==> config.mk <==
export PLATFORM = sky130hd
export DESIGN_NAME = clk_div_gen
export DESIGN_NICKNAME = d
export VERILOG_FILES = /design/src/rtl/clk_div_gen.sv
export SDC_FILE = /design/constraint.sdc
export NUM_CORES = 1
export LEC_CHECK = 0
export BUFFER_PORTS_ARGS = -buffer_cell sky130_fd_sc_hd__buf_2
export CORE_MARGIN = 1.5
export CORE_UTILIZATION = 55
export DETAILED_ROUTE_END_ITERATION = 7
export PLACE_DENSITY = 0.74
export SLEW_MARGIN = 20
export SYNTH_ARGS = -nofsm -noshare
export SYNTH_HDL_FRONTEND = slang
export SYNTH_SLANG_ARGS = --single-unit
export TNS_END_PERCENT = 30
==> constraint.sdc <==
create_clock -name clk -period 5.32 [get_ports clk]
set_input_delay 1.596 -clock clk [delete_from_list [all_inputs] [get_ports clk]]
set_output_delay 1.596 -clock clk [all_outputs]
set_load 0.01 [all_outputs]
==> src/rtl/clk_div_gen.sv <==
// Multi-channel programmable clock divider with per-channel enables and
// a ready/valid configuration port. Divide values change only at period ends.
module clk_div_gen #(
  parameter int unsigned NUM_CH      = 2,
  parameter int unsigned CNT_W       = 16,
  parameter int unsigned DEFAULT_DIV = 100
) (
  input  logic              clk,
  input  logic              rst_n,
  input  logic              active,
  input  logic [NUM_CH-1:0] ch_en,
  input  logic              cfg_valid,
  output logic              cfg_ready,
  input  logic [2:0]        cfg_ch,
  input  logic [CNT_W-1:0]  cfg_div,
  output logic [NUM_CH-1:0] div_clk,
  output logic [NUM_CH-1:0] div_tick,
  output logic [NUM_CH-1:0] cfg_pending
);

  localparam int unsigned CH_W = 3;

  logic [CNT_W-1:0]  cnt_q      [NUM_CH];
  logic [CNT_W-1:0]  cur_div_q  [NUM_CH];
  logic [CNT_W-1:0]  pend_div_q [NUM_CH];
  logic [NUM_CH-1:0] run_c;
  logic [NUM_CH-1:0] cfg_hit_c;

  assign run_c = {NUM_CH{active}} & ch_en;

  // Out-of-range channel indices are always ready and simply discarded.
  always_comb begin
    cfg_ready = 1'b1;
    cfg_hit_c = '0;
    for (int unsigned i = 0; i < NUM_CH; i++) begin
      if (cfg_ch == CH_W'(i)) begin
        cfg_ready    = ~cfg_pending[i];
        cfg_hit_c[i] = cfg_valid & ~cfg_pending[i];
      end
    end
  end

  // Per-channel counter, divided clock, tick and pending divide value.
  always_ff @(posedge clk or negedge rst_n) begin
    if (!rst_n) begin
      div_clk     <= '0;
      div_tick    <= '0;
      cfg_pending <= '0;
      for (int unsigned i = 0; i < NUM_CH; i++) begin
        cnt_q[i]      <= '0;
        cur_div_q[i]  <= CNT_W'(DEFAULT_DIV);
        pend_div_q[i] <= '0;
      end
    end else begin
      for (int unsigned i = 0; i < NUM_CH; i++) begin
        div_tick[i] <= 1'b0;
        if (!run_c[i]) begin
          cnt_q[i]   <= '0;
          div_clk[i] <= 1'b0;
          if (cfg_pending[i]) begin
            cur_div_q[i]   <= pend_div_q[i];
            cfg_pending[i] <= 1'b0;
          end
        end else if (cnt_q[i] == cur_div_q[i]) begin
          cnt_q[i]    <= '0;
          div_clk[i]  <= ~div_clk[i];
          div_tick[i] <= ~div_clk[i];
          // Falling toggle closes a full period: safe point to switch divide.
          if (div_clk[i] && cfg_pending[i]) begin
            cur_div_q[i]   <= pend_div_q[i];
            cfg_pending[i] <= 1'b0;
          end
        end else begin
          cnt_q[i] <= cnt_q[i] + CNT_W'(1);
        end
        // Accept only happens when not pending, so it never collides with apply.
        if (cfg_hit_c[i]) begin
          pend_div_q[i]  <= cfg_div;
          cfg_pending[i] <= 1'b1;
        end
      end
    end
  end

endmodule

==> results of run 1 <==
[routing by layer]
layer | share of wire (%) | wire [um] | vias up
li1 | - | - | 1282
met1 | 46 | 3700 | 1379
met2 | 49 | 3870 | 44
met3 | 4.0 | 319 | 8
met4 | 1.1 | 87 | 0
met5 | 0 | 0 | -
[layout make-up]
type                            instances  area, um^2
Fill cell                             605        2840
Sequential cell                       102        2560
Multi-Input combinational cell        238        1860
Timing Repair Buffer                   34         180
Clock buffer                           10         138
Tap cell                              102         128
Clock inverter                          6        76.3
Inverter                                6        22.5
[state kept, by name (all words and copies together) (netlist names)]
name and count:
div_tick 2, cnt_q 32, cfg_pending 2, div_clk 2, pend_div_q 32, cur_div_q 32
[cell usage in the layout (no fill, tap or decap)]
cell type   n
mux2_1     10
dfstp_2     6
xor2_1     16
buf_4       4
nor4_4      2
o21ai_0     2
ha_1        2
nand2_1    15
inv_8       1
or2_2       2
nand3_1    16
nor4_1      2
buf_2      30
nand2b_1    1
clkbuf_8   10
mux2i_1     2
nor2_1     44
mux2_2     55
nand4b_1    1
dfrtp_1    96
nor3b_1     2
nor3_1      1
a21o_1      2
nand4_1    12
and3_1      2
inv_1       6
or4_1       1
inv_6       1
and4_1      2
bufinv_16   1
clkinv_4    3
xnor2_1    46
[path summary, 6_finish.rpt]
path	start	endpoint	slack (ns)	cells past startpoint
min reg2reg	pend_div_q[26]	cur_div_q[26]	0.49	1
min in group asynchronous	rst_n	cur_div_q[25]	1.37	1
max	cfg_ch[0]	cfg_ready	1.52	4
min	pend_div_q[26]	cur_div_q[26]	0.49	1
max reg2reg	cnt_q[26]	cur_div_q[25]	3.02	6
max in group asynchronous	rst_n	cur_div_q[5]	3.02	2
[metrics by stage]
step           power [W]  cell area, um^2
6_report         0.00198             4970
5_1_grt          0.00210             4970
4_1_cts          0.00201             4970
3_5_place_dp     0.00149             4750
3_3_place_gp     0.00147             4750
2_1_floorplan    0.00138             4490
[cell families after synthesis]
family	after synthesis
simple gates	103
flops	102
mux	67
xor+xnor	62
buf+inv	16
compound gates	4
fa+ha+maj	2
[report_power, final]
part | switching, W | leakage (nW) | internal, W
Sequential | 0.000121 | 1.29 | 0.000972
Clock | 0.000276 | 0.109 | 0.000238
Combinational | 0.000149 | 0.702 | 0.000227
==> metrics.md, run 1 <==
| Metric | Value |
|---|---|
| Antenna Cells | `0` |
| DRC | `0` |
| Met1 usage | `approximately 28%` |
| Global-route wire length before repair | `around 14 mm` |
| Relative max-transition margin | `37.4%` |
| Upper clock frequency limit | `roughly 260 MHz` |
| CTS tree | `done` |
| CP peak stage delay | `0.33 ns` |
| Worst hold margin | `just under 0.5 ns` |
| CP Cell Sequence | `buf_2 -> mux2_2 -> nand2_1 -> buf_2` |
| Final Core Density | `a little under two thirds` |
| Worst ir drop on vdd | `0.193 mV` |
| Non-filler instance count after layout | `498` |
| Netlist cell types | `28` |
| GRT Util Overall | `21.1%` |
| Sum of negative setup slack | `0 ns` |
| CTS resizes | `0` |
| First-pass DRT Iterations | `4` |
| GPL Wtd Cong | `0.815` |
| Fin nets | `roughly 420` |
| Num ports | `32` |
| Vias in the first global route | `2882` |
| Gr ovfl total | `0` |
| Top_reg_cell synth | `dfrtp_1` |
| Adder-cell share of the synthesized area | `0.557%` |
| Worst EP arrival | `about 2.2 ns` |
| Worst-skew pair later-pin latency | `about 0.38 ns` |
| Initial DRC Count | `between 60 and 70` |
| Clock slew at reported path FFs | `0.09 ns` |
| Largest net degree at the start of global routing | `78` |
| Max_cap viols | `0` |
| Critical path required time | `3.72 ns` |
| Area growth syn-to-layout | `10.5%` |
| WL/cell | `16.0 um` |
| Status | `complete, no violations` |
| CTS Buf Count | `9` |
| Mapped Nets | `about 380` |
| Startpoint types | `input port` |
| DRT antenna net count | `0` |
| Layout Skew | `0.0142 ns` |
| Top-count cell post-synth | `dfrtp_1` |
| Chip width | `93.4 um` |
| WL final | `7.98 mm` |
| Area fraction in compound gates after synthesis | `0.557%` |
| Hold WC Path Type | `register to register` |
| Final setup violation count | `0` |
| Seq cells post-synth | `102` |
| Final worst setup slack | `1.52 ns` |
| Grt met2 use | `32.9%` |
| Sink Count | `between 100 and 150` |
| Crit path max-delay family | `multiplexers` |
| CTS max path bufs | `2` |
| GR Util met3 | `under 10%` |
| Area of the die | `8720 um^2` |
| Leak | `2.11 nW` |
| Worst Tran Pin Value | `0.939 ns` |
| Via count | `between 2000 and 3000` |
| Minimum clock period | `3.80 ns` |
| Root Buffer | `clkbuf_8` |
| Synthesized area | `4490 um^2` |
| Final period utilization | `71.5%` |
| Post-Synth XOR/XNOR Area | `12.1%` |
| PD cells | `approximately 400 nW/um^2` |
| Port Buf Inserts | `31` |
| Hold_buf cts | `0` |
| Crit path capture type | `output port` |
| Largest cells by area after synthesis | `dfrtp_1, mux2_2, xnor2_1` |
| Initial Util | `57.6%` |
| Initial antenna violation count | `0` |
| Placed Cells | `482` |
| CP bufs+invs | `2` |
| Routed vias/inst | `5.45` |
| Final hold vios | `0` |
| Post-DP HPWL | `5.71 mm` |
| CP Class | `input port to output port` |
| Core area | `approximately 7800 um^2` |
| Row count | `32` |
| RSZ-0062 raised after global routing | `false` |
| YS warnings | `0` |
| Most used routing layer in global routing | `met2` |
| Post-CTS setup buffers | `0` |
| Largest family of logic cells by synthesized area | `multiplexers` |
| Synth cell count leaders | `dfrtp_1, mux2_2, xnor2_1` |
| Mux contribution to synthesized area | `16.7%` |
| Area leader, netlist | `dfrtp_1` |
| Post-synthesis sequential area ratio | `57.0%` |
| Die Span Y | `between 90 and 100 um` |
| Ys async rst share | `100%` |
| Number of synthesized flops with an enable pin | `0` |
| Synth Area in Simple Gates | `11.5%` |
| Cell count after synthesis | `356` |
| Share of layout cells above drive strength 1 | `29.0%` |
| CP dominant cell by count | `buf_2` |
| Syn_area_per_cell | `12.6 um^2` |
| Worst-path fanout max | `3` |
| DP Worst Slack | `approximately 1.5 ns` |
| Synth top area share | `53.5%` |
| Critical-path top delay cell | `mux2_2` |
| Max-slew violation count | `0` |
| H-tree depth | `3` |
No activity file was read; power rests on OpenSTA's default activity.
==> run 2, diff against run 1 <==
--- a/config.mk
+++ b/config.mk
@@ -5,11 +5,12 @@
 export SDC_FILE = /design/constraint.sdc
 export NUM_CORES = 1
 export LEC_CHECK = 0
+export ABC_AREA = 1
 export BUFFER_PORTS_ARGS = -buffer_cell sky130_fd_sc_hd__buf_2
 export CORE_MARGIN = 1.5
 export CORE_UTILIZATION = 55
 export DETAILED_ROUTE_END_ITERATION = 7
-export PLACE_DENSITY = 0.74
+export PLACE_DENSITY = 0.73
 export SLEW_MARGIN = 20
 export SYNTH_ARGS = -nofsm -noshare
 export SYNTH_HDL_FRONTEND = slang
==> constraint.sdc (replaced) <==
create_clock -name clk -period 3.8 [get_ports clk]
set_input_delay 1.14 -clock clk [delete_from_list [all_inputs] [get_ports clk]]
set_output_delay 1.14 -clock clk [all_outputs]
set_load 0.01 [all_outputs]
==> metrics.md, run 2 <==
| Metric | Value |
|---|---|
| Non-Filler Cell Area, Final | `5340 um^2 (was 4970 um^2)` |
| Initial Util | `56.4% (was 57.6%)` |
| Gr ovfl total | `0 (unchanged)` |
| Sum of negative setup slack | `0 ns (unchanged)` |
| Seq pwr share | `54.8% (was 55.1%)` |
| Area leader, netlist | `dfrtp_1 (unchanged)` |
| Post-CTS setup buffers | `0 (unchanged)` |
| Relative max-transition margin | `63.0% (was 37.4%)` |
| Non-filler instance count after layout | `787 (was 498)` |
| Row count | `34 (was 32)` |
| Max-slew violation count | `0 (unchanged)` |
| Placed Cells | `771 (was 482)` |
| Port Buf Inserts | `31 (unchanged)` |
| GRT Util Overall | `22.7% (was 21.1%)` |
| Initial DRC Count | `170 (was 61)` |
| GPL Wtd Cong | `0.813 (was 0.815)` |
| Final hold vios | `0 (unchanged)` |
| CP Class | `input port to output port (unchanged)` |
| Num ports | `32 (unchanged)` |
| Vias in the first global route | `3934 (was 2882)` |
| WL/cell | `12.3 um (was 16.0 um)` |
| Minimum clock period | `around 3.0 ns` |
| First-pass DRT Iterations | `4 (unchanged)` |
| PD cells | `484 nW/um^2 (was 399 nW/um^2)` |
| Post-synthesis sequential area ratio | `52.3% (was 57.0%)` |
| Biggest regs | `cnt_q (32), cur_div_q (32), pend_div_q (32) (unchanged)` |
| CTS max path bufs | `2 (unchanged)` |
| Clock slew at reported path FFs | `0.10 ns (was 0.09 ns)` |
| Worst ir drop on vdd | `0.264 mV (was 0.193 mV)` |
| Synth cell count leaders | `nand2_1, dfrtp_1, inv_1 (was dfrtp_1, mux2_2, xnor2_1)` |
| Global-route wire length before repair | `17.4 mm (was 13.9 mm)` |
| Root Buffer | `clkbuf_8 (unchanged)` |
| Sink Count | `102 (unchanged)` |
| CTS resizes | `0 (unchanged)` |
| Via count | `3941 (was 2713)` |
| Max_cap viols | `0 (unchanged)` |
| YS warnings | `0 (unchanged)` |
| Crit path capture type | `output port (unchanged)` |
| Synth top area share | `49.1% (was 53.5%)` |
| Fin nets | `701 (was 418)` |
| Leak | `2.74 nW (was 2.11 nW)` |
| Placed Area | `5140 um^2 (was 4750 um^2)` |
| Syn_area_per_cell | `7.61 um^2 (was 12.6 um^2)` |
| Area of the die | `9470 um^2 (was 8720 um^2)` |
| CTS Buf Count | `9 (unchanged)` |
| Largest net degree at the start of global routing | `61 (was 78)` |
| Area growth syn-to-layout | `9.15% (was 10.5%)` |
| Top-count cell post-synth | `nand2_1 (was dfrtp_1)` |
| Ys async rst share | `100% (unchanged)` |
| Internal power | `0.00178 W (was 0.00144 W)` |
| Worst EP arrival | `1.89 ns (was 2.21 ns)` |
| Chip width | `97.3 um (was 93.4 um)` |
| Comb pwr share | `18.5% (was 19.0%)` |
| Initial antenna violation count | `0 (unchanged)` |
| Synthesized area | `4890 um^2 (was 4490 um^2)` |
| Mapped Nets | `670 (was 383)` |
| Startpoint types | `input port (unchanged)` |
| CTS tree | `done (unchanged)` |
| H-tree depth | `3 (unchanged)` |
| Routed vias/inst | `5.01 (was 5.45)` |
| Clock power share | `26.7% (was 25.9%)` |
| RSZ-0062 raised after global routing | `false (unchanged)` |
| Number of synthesized flops with an enable pin | `0 (unchanged)` |
| Final setup violation count | `0 (unchanged)` |
| Critical path required time | `2.66 ns (was 3.72 ns)` |
| Worst Tran Pin Value | `0.555 ns (was 0.939 ns)` |
| Commonest non-fill, non-tap cell in the layout | `nand2_1 (was dfrtp_1)` |
| Final period utilization | `79.7%` |
| Psw | `0.000809 W (was 0.000546 W)` |
| Commonest cells after routing, fill and taps aside | `nand2_1, dfrtp_1, inv_1, nor2_1, nand3_1 (was dfrtp_1, mux2_2, xnor2_1, nor2_1, buf_2)` |
| Worst-path fanout max | `2 (was 3)` |
| Netlist cell types | `23 (was 28)` |
| WL final | `9.72 mm (was 7.98 mm)` |
| Hold WC Path Type | `register to register (unchanged)` |
| Status | `complete, no violations (unchanged)` |
| Cell count after synthesis | `643 (was 356)` |
| Die Span Y | `97.3 um (was 93.4 um)` |
| Seq cells post-synth | `102 (unchanged)` |
| Largest cells by area after synthesis | `dfrtp_1, nand2_1, inv_1 (was dfrtp_1, mux2_2, xnor2_1)` |
| DRC | `0 (unchanged)` |
| Share of layout cells above drive strength 1 | `10.8% (was 29.0%)` |
| Top_reg_cell synth | `dfrtp_1 (unchanged)` |
| Post-DP HPWL | `6.95 mm (was 5.71 mm)` |
| Upper clock frequency limit | `330 MHz` |
| Core area | `8680 um^2 (was 7810 um^2)` |
| Sw Share | `31.3% (was 27.5%)` |
| Hold_buf cts | `0 (unchanged)` |
| DRT antenna net count | `0 (unchanged)` |
| Antenna Cells | `0 (unchanged)` |
| Worst-skew pair later-pin latency | `0.37 ns (was 0.38 ns)` |
| Layout Skew | `0.0116 ns (was 0.0142 ns)` |
run 2: cell types whose count changed after synthesis, sizes merged, moves of 37 or more:
cell,delta
o21ai,+37
nor2,+37
nand2,+209
mux2,-65
xnor2,-46
inv,+86
run 2: logic make-up (layout without fill, tap and decap cells):
logic type                 after synthesis  count (layout)  synth area share (%)
AOI/OAI and AO/OA                       48              48                  5.01
xor gates and xnor gates                11              11                  1.97
adders and majority gates                2               2                 0.511
buffers and inverters                  108             144                  8.97
DFF                                    102             102                  52.3
and+or+nand+nor                        372             372                  31.2
run 2: area by class of cell:
cell class / instances / area (um^2)
clock inverter: 6 / 71.3
timing repair buffer: 36 / 208
multi-input combinational: 433 / 1890
inverter: 92 / 345
fill: 821 / 3340
tap: 108 / 135
sequential: 102 / 2560
clock buffer: 10 / 128
run 2: final timing paths:
kind	startpoint	to	slack, ns	cells past startpoint
min	cur_div_q[22]	cur_div_q[22]	0.48	2
max in group asynchronous	rst_n	cur_div_q[6]	2.32	2
min reg2reg	cur_div_q[22]	cur_div_q[22]	0.48	2
max reg2reg	cur_div_q[2]	cur_div_q[13]	1.92	11
max	cfg_ch[0]	cfg_ready	0.77	5
min in group asynchronous	rst_n	pend_div_q[1]	0.74	1
run 2: layer usage:
layer	track usage, %	routed length (um)	up-vias
li1	-	-	2026
met1	28.8	4560	1848
met2	38.7	4680	57
met3	6.19	353	10
met4	5.93	134	0
met5	0	0	-
run 2: power groups by stage:
stage | Sequential [W] | Clock (W) | Combinational [W]
5_1_grt | 0.00144 | 0.000756 | 0.000580
2_1_floorplan | 0.00139 | 0 | 0.000371
6_report | 0.00142 | 0.000690 | 0.000479
3_5_place_dp | 0.00143 | 0 | 0.000486
4_1_cts | 0.00141 | 0.000716 | 0.000488
3_3_place_gp | 0.00143 | 0 | 0.000463
run 2: metrics by stage:
| stage | setup WS, ns | power, W | utilization, % | hold slack (ns) |
|---|---|---|---|---|
| 6_report | 0.772 | 0.00258 | 61.5 | 0.477 |
| 5_1_grt | 0.665 | 0.00277 | 61.5 | 0.504 |
| 2_1_floorplan | 1.04 | 0.00176 | - | 0.449 |
| 3_5_place_dp | 0.763 | 0.00192 | 59.3 | 0.462 |
| 3_3_place_gp | 0.829 | 0.00189 | 59.3 | 0.462 |
| 4_1_cts | 0.768 | 0.00262 | 61.5 | 0.477 |
run 2: worst max-delay path: stages:
cell and delay, ns:
buf_2 0.10, nor3_1 0.26, a21oi_1 0.10, a21o_1 0.15, buf_2 0.13
==> run 3, diff against run 2 <==
--- a/config.mk
+++ b/config.mk
@@ -5,12 +5,12 @@
 export SDC_FILE = /design/constraint.sdc
 export NUM_CORES = 1
 export LEC_CHECK = 0
-export ABC_AREA = 1
+export ABC_AREA = 0
 export BUFFER_PORTS_ARGS = -buffer_cell sky130_fd_sc_hd__buf_2
 export CORE_MARGIN = 1.5
 export CORE_UTILIZATION = 55
 export DETAILED_ROUTE_END_ITERATION = 7
-export PLACE_DENSITY = 0.73
+export PLACE_DENSITY = 0.74
 export SLEW_MARGIN = 20
 export SYNTH_ARGS = -nofsm -noshare
 export SYNTH_HDL_FRONTEND = slang
==> constraint.sdc (replaced) <==
create_clock -name clk -period 3 [get_ports clk]
set_input_delay 0.9 -clock clk [delete_from_list [all_inputs] [get_ports clk]]
set_output_delay 0.9 -clock clk [all_outputs]
set_load 0.01 [all_outputs]
==> metrics.md, run 3 (synthesis results as in run 1) <==
| Metric | Value |
|---|---|
| Status | `complete, no violations (unchanged)` |
| Routed vias/inst | `5.40 (was 5.01)` |
| Sw Share | `26.8% (was 31.3%)` |
| Largest net degree at the start of global routing | `52 (was 61)` |
| Num ports | `32 (unchanged)` |
| Core area | `7810 um^2 (was 8680 um^2)` |
| Leak | `2.10 nW (was 2.74 nW)` |
| Final period utilization | `80.6%` |
| Via count | `2699 (was 3941)` |
| Worst reg-to-reg path cell count | `6 (was 11)` |
| Relative max-transition margin | `67.9% (was 63.0%)` |
| Worst EP arrival | `1.52 ns (was 1.89 ns)` |
| RR Endpoint | `cur_div_q[19] (was cur_div_q[13])` |
| Minimum clock period | `2.42 ns` |
| Worst ir drop on vdd | `0.394 mV (was 0.264 mV)` |
| WL/cell | `15.1 um (was 12.3 um)` |
| Critical path required time | `2.10 ns (was 2.66 ns)` |
| Post-CTS setup buffers | `0 (unchanged)` |
| Most used routing layer in global routing | `met2 (unchanged)` |
| First-pass DRT Iterations | `4 (unchanged)` |
| GRT Util Overall | `19.8% (was 22.7%)` |
| Share of layout cells above drive strength 1 | `29.1% (was 10.8%)` |
| Chip width | `93.4 um (was 97.3 um)` |
| CTS max path bufs | `2 (unchanged)` |
| Sink Count | `102 (unchanged)` |
| Antenna Cells | `0 (unchanged)` |
| Clock power share | `23.0% (was 26.7%)` |
| Sum of negative setup slack | `0 ns (unchanged)` |
| CTS Buf Count | `9 (unchanged)` |
| Hold WC Path Type | `input port to async pin (was register to register)` |
| Global-route wire length before repair | `13.1 mm (was 17.4 mm)` |
| Biggest regs | `cnt_q (32), cur_div_q (32), pend_div_q (32) (unchanged)` |
| Crit path capture type | `output port (unchanged)` |
| Layout Skew | `0.00572 ns (was 0.0116 ns)` |
| RSZ-0062 raised after global routing | `false (unchanged)` |
| Worst Tran Pin Value | `0.477 ns (was 0.555 ns)` |
| Final hold vios | `0 (unchanged)` |
| Tot Pwr | `0.00337 W (was 0.00258 W)` |
| Row count | `32 (was 34)` |
| Worst-path fanout max | `3 (was 2)` |
| DRC | `0 (unchanged)` |
| Grt met2 use | `30.8% (was 38.7%)` |
| Internal power | `0.00247 W (was 0.00178 W)` |
| Port Buf Inserts | `31 (unchanged)` |
| Root Buffer | `clkbuf_8 (unchanged)` |
| Initial Util | `57.6% (was 56.4%)` |
| GR Util met3 | `5.45% (was 6.19%)` |
| Gr ovfl total | `0 (unchanged)` |
| Initial DRC Count | `79 (was 170)` |
| Area of the die | `8720 um^2 (was 9470 um^2)` |
| Vias in the first global route | `2723 (was 3934)` |
| Initial antenna violation count | `0 (unchanged)` |
| Max_cap viols | `0 (unchanged)` |
| Worst hold margin | `0.408 ns (was 0.477 ns)` |
| WL final | `7.57 mm (was 9.72 mm)` |
| R2R Setup Slk | `0.74 ns (was 1.92 ns)` |
| Upper clock frequency limit | `414 MHz` |
| Fin nets | `421 (was 701)` |
| Filler instances | `607 (was 821)` |
| Commonest cells after routing, fill and taps aside | `dfrtp_1, mux2_2, xnor2_1, nor2_1, buf_2 (was nand2_1, dfrtp_1, inv_1, nor2_1, nand3_1)` |
| CTS tree | `done (unchanged)` |
| Area growth syn-to-layout | `10.4% (was 9.15%)` |
| Clock slew at reported path FFs | `0.09 ns (was 0.10 ns)` |
| Met1 usage | `27.0% (was 28.8%)` |
| CP Class | `input port to output port (unchanged)` |
| CTS resizes | `0 (unchanged)` |
| Worst Setup SP | `cfg_ch[0] (unchanged)` |
| PD cells | `680 nW/um^2 (was 484 nW/um^2)` |
| Max-slew violation count | `0 (unchanged)` |
| Hold_buf cts | `0 (unchanged)` |
| DRT antenna net count | `0 (unchanged)` |
| Die Span Y | `93.4 um (was 97.3 um)` |
| Post-DP HPWL | `5.52 mm (was 6.95 mm)` |
| GPL Wtd Cong | `0.853 (was 0.813)` |
| Worst-skew pair later-pin latency | `0.36 ns (was 0.37 ns)` |
| Comb pwr share | `19.8% (was 18.5%)` |
| Psw | `0.000903 W (was 0.000809 W)` |
| Commonest non-fill, non-tap cell in the layout | `dfrtp_1 (was nand2_1)` |
| Crit path capture | `cfg_ready (unchanged)` |
| Final setup violation count | `0 (unchanged)` |
| H-tree depth | `3 (unchanged)` |
| Startpoint types | `input port (unchanged)` |
| Reg2Reg Launch Point | `cnt_q[19] (was cur_div_q[2])` |
| Seq pwr share | `57.2% (was 54.8%)` |
-- run 3: cell types whose count changed in the layout (fill, tap and decap cells not counted), sizes merged, moves of 37 or more --
cell	before	now
inv	93	6
o21ai	39	2
mux2	0	65
xnor2	0	46
nand2	224	15
nor2	81	44
-- run 3: worst min path at each step --
stage / from / to / slack [ns] / depth (start not counted)
global route: rst_n / cnt_q[23] / 0.41 / 1
CTS: rst_n / cnt_q[16] / 0.39 / 1
global placement: pend_div_q[28] / cur_div_q[28] / 0.47 / 1
finish: rst_n / cnt_q[23] / 0.41 / 1
floorplan: pend_div_q[23] / cur_div_q[23] / 0.46 / 1
detailed placement: pend_div_q[25] / cur_div_q[25] / 0.47 / 1
-- run 3: power by group through the flow --
| stage | clock (W) | combinational [W] | sequential [W] |
|---|---|---|---|
| after floorplan | 0 | 0.000551 | 0.00190 |
| after detailed placement | 0 | 0.000676 | 0.00196 |
| after CTS | 0.000805 | 0.000681 | 0.00194 |
| after global routing | 0.000853 | 0.000750 | 0.00197 |
| after global placement | 0 | 0.000651 | 0.00196 |
| final | 0.000776 | 0.000669 | 0.00193 |
-- run 3: layer usage --
layer	vias to the layer above	part of all wire, %
met5	-	0
met4	0	1.3
met3	9	4.5
met2	50	47
met1	1357	47
li1	1283	-
-- run 3: cell type report --
class / instances / area (um^2) / area share, %
Sequential cell: 102 / 2560 / 51.6
Multi-Input combinational cell: 238 / 1860 / 37.5
Clock inverter: 3 / 20.0 / 0.403
Timing Repair Buffer: 37 / 215 / 4.34
Clock buffer: 12 / 155 / 3.13
Tap cell: 102 / 128 / 2.57
Inverter: 6 / 22.5 / 0.454
-- run 3: metrics by stage --
| step | setup slack [ns] | util, % | instance area, um^2 | cells |
|---|---|---|---|---|
| 6_report | 0.583 | 63.6 | 4960 | 500 |
| 4_1_cts | 0.581 | 63.6 | 4960 | 500 |
| 5_1_grt | 0.560 | 63.6 | 4960 | 500 |
| 3_3_place_gp | 0.608 | 61.3 | 4790 | 485 |
| 2_1_floorplan | 0.594 | - | 4490 | 356 |
| 3_5_place_dp | 0.583 | 61.3 | 4790 | 485 |
-- run 3: worst max-delay path: stages --
cell and delay (ns):
buf_2 0.10, mux2_2 0.33, nand2_1 0.06, buf_2 0.12
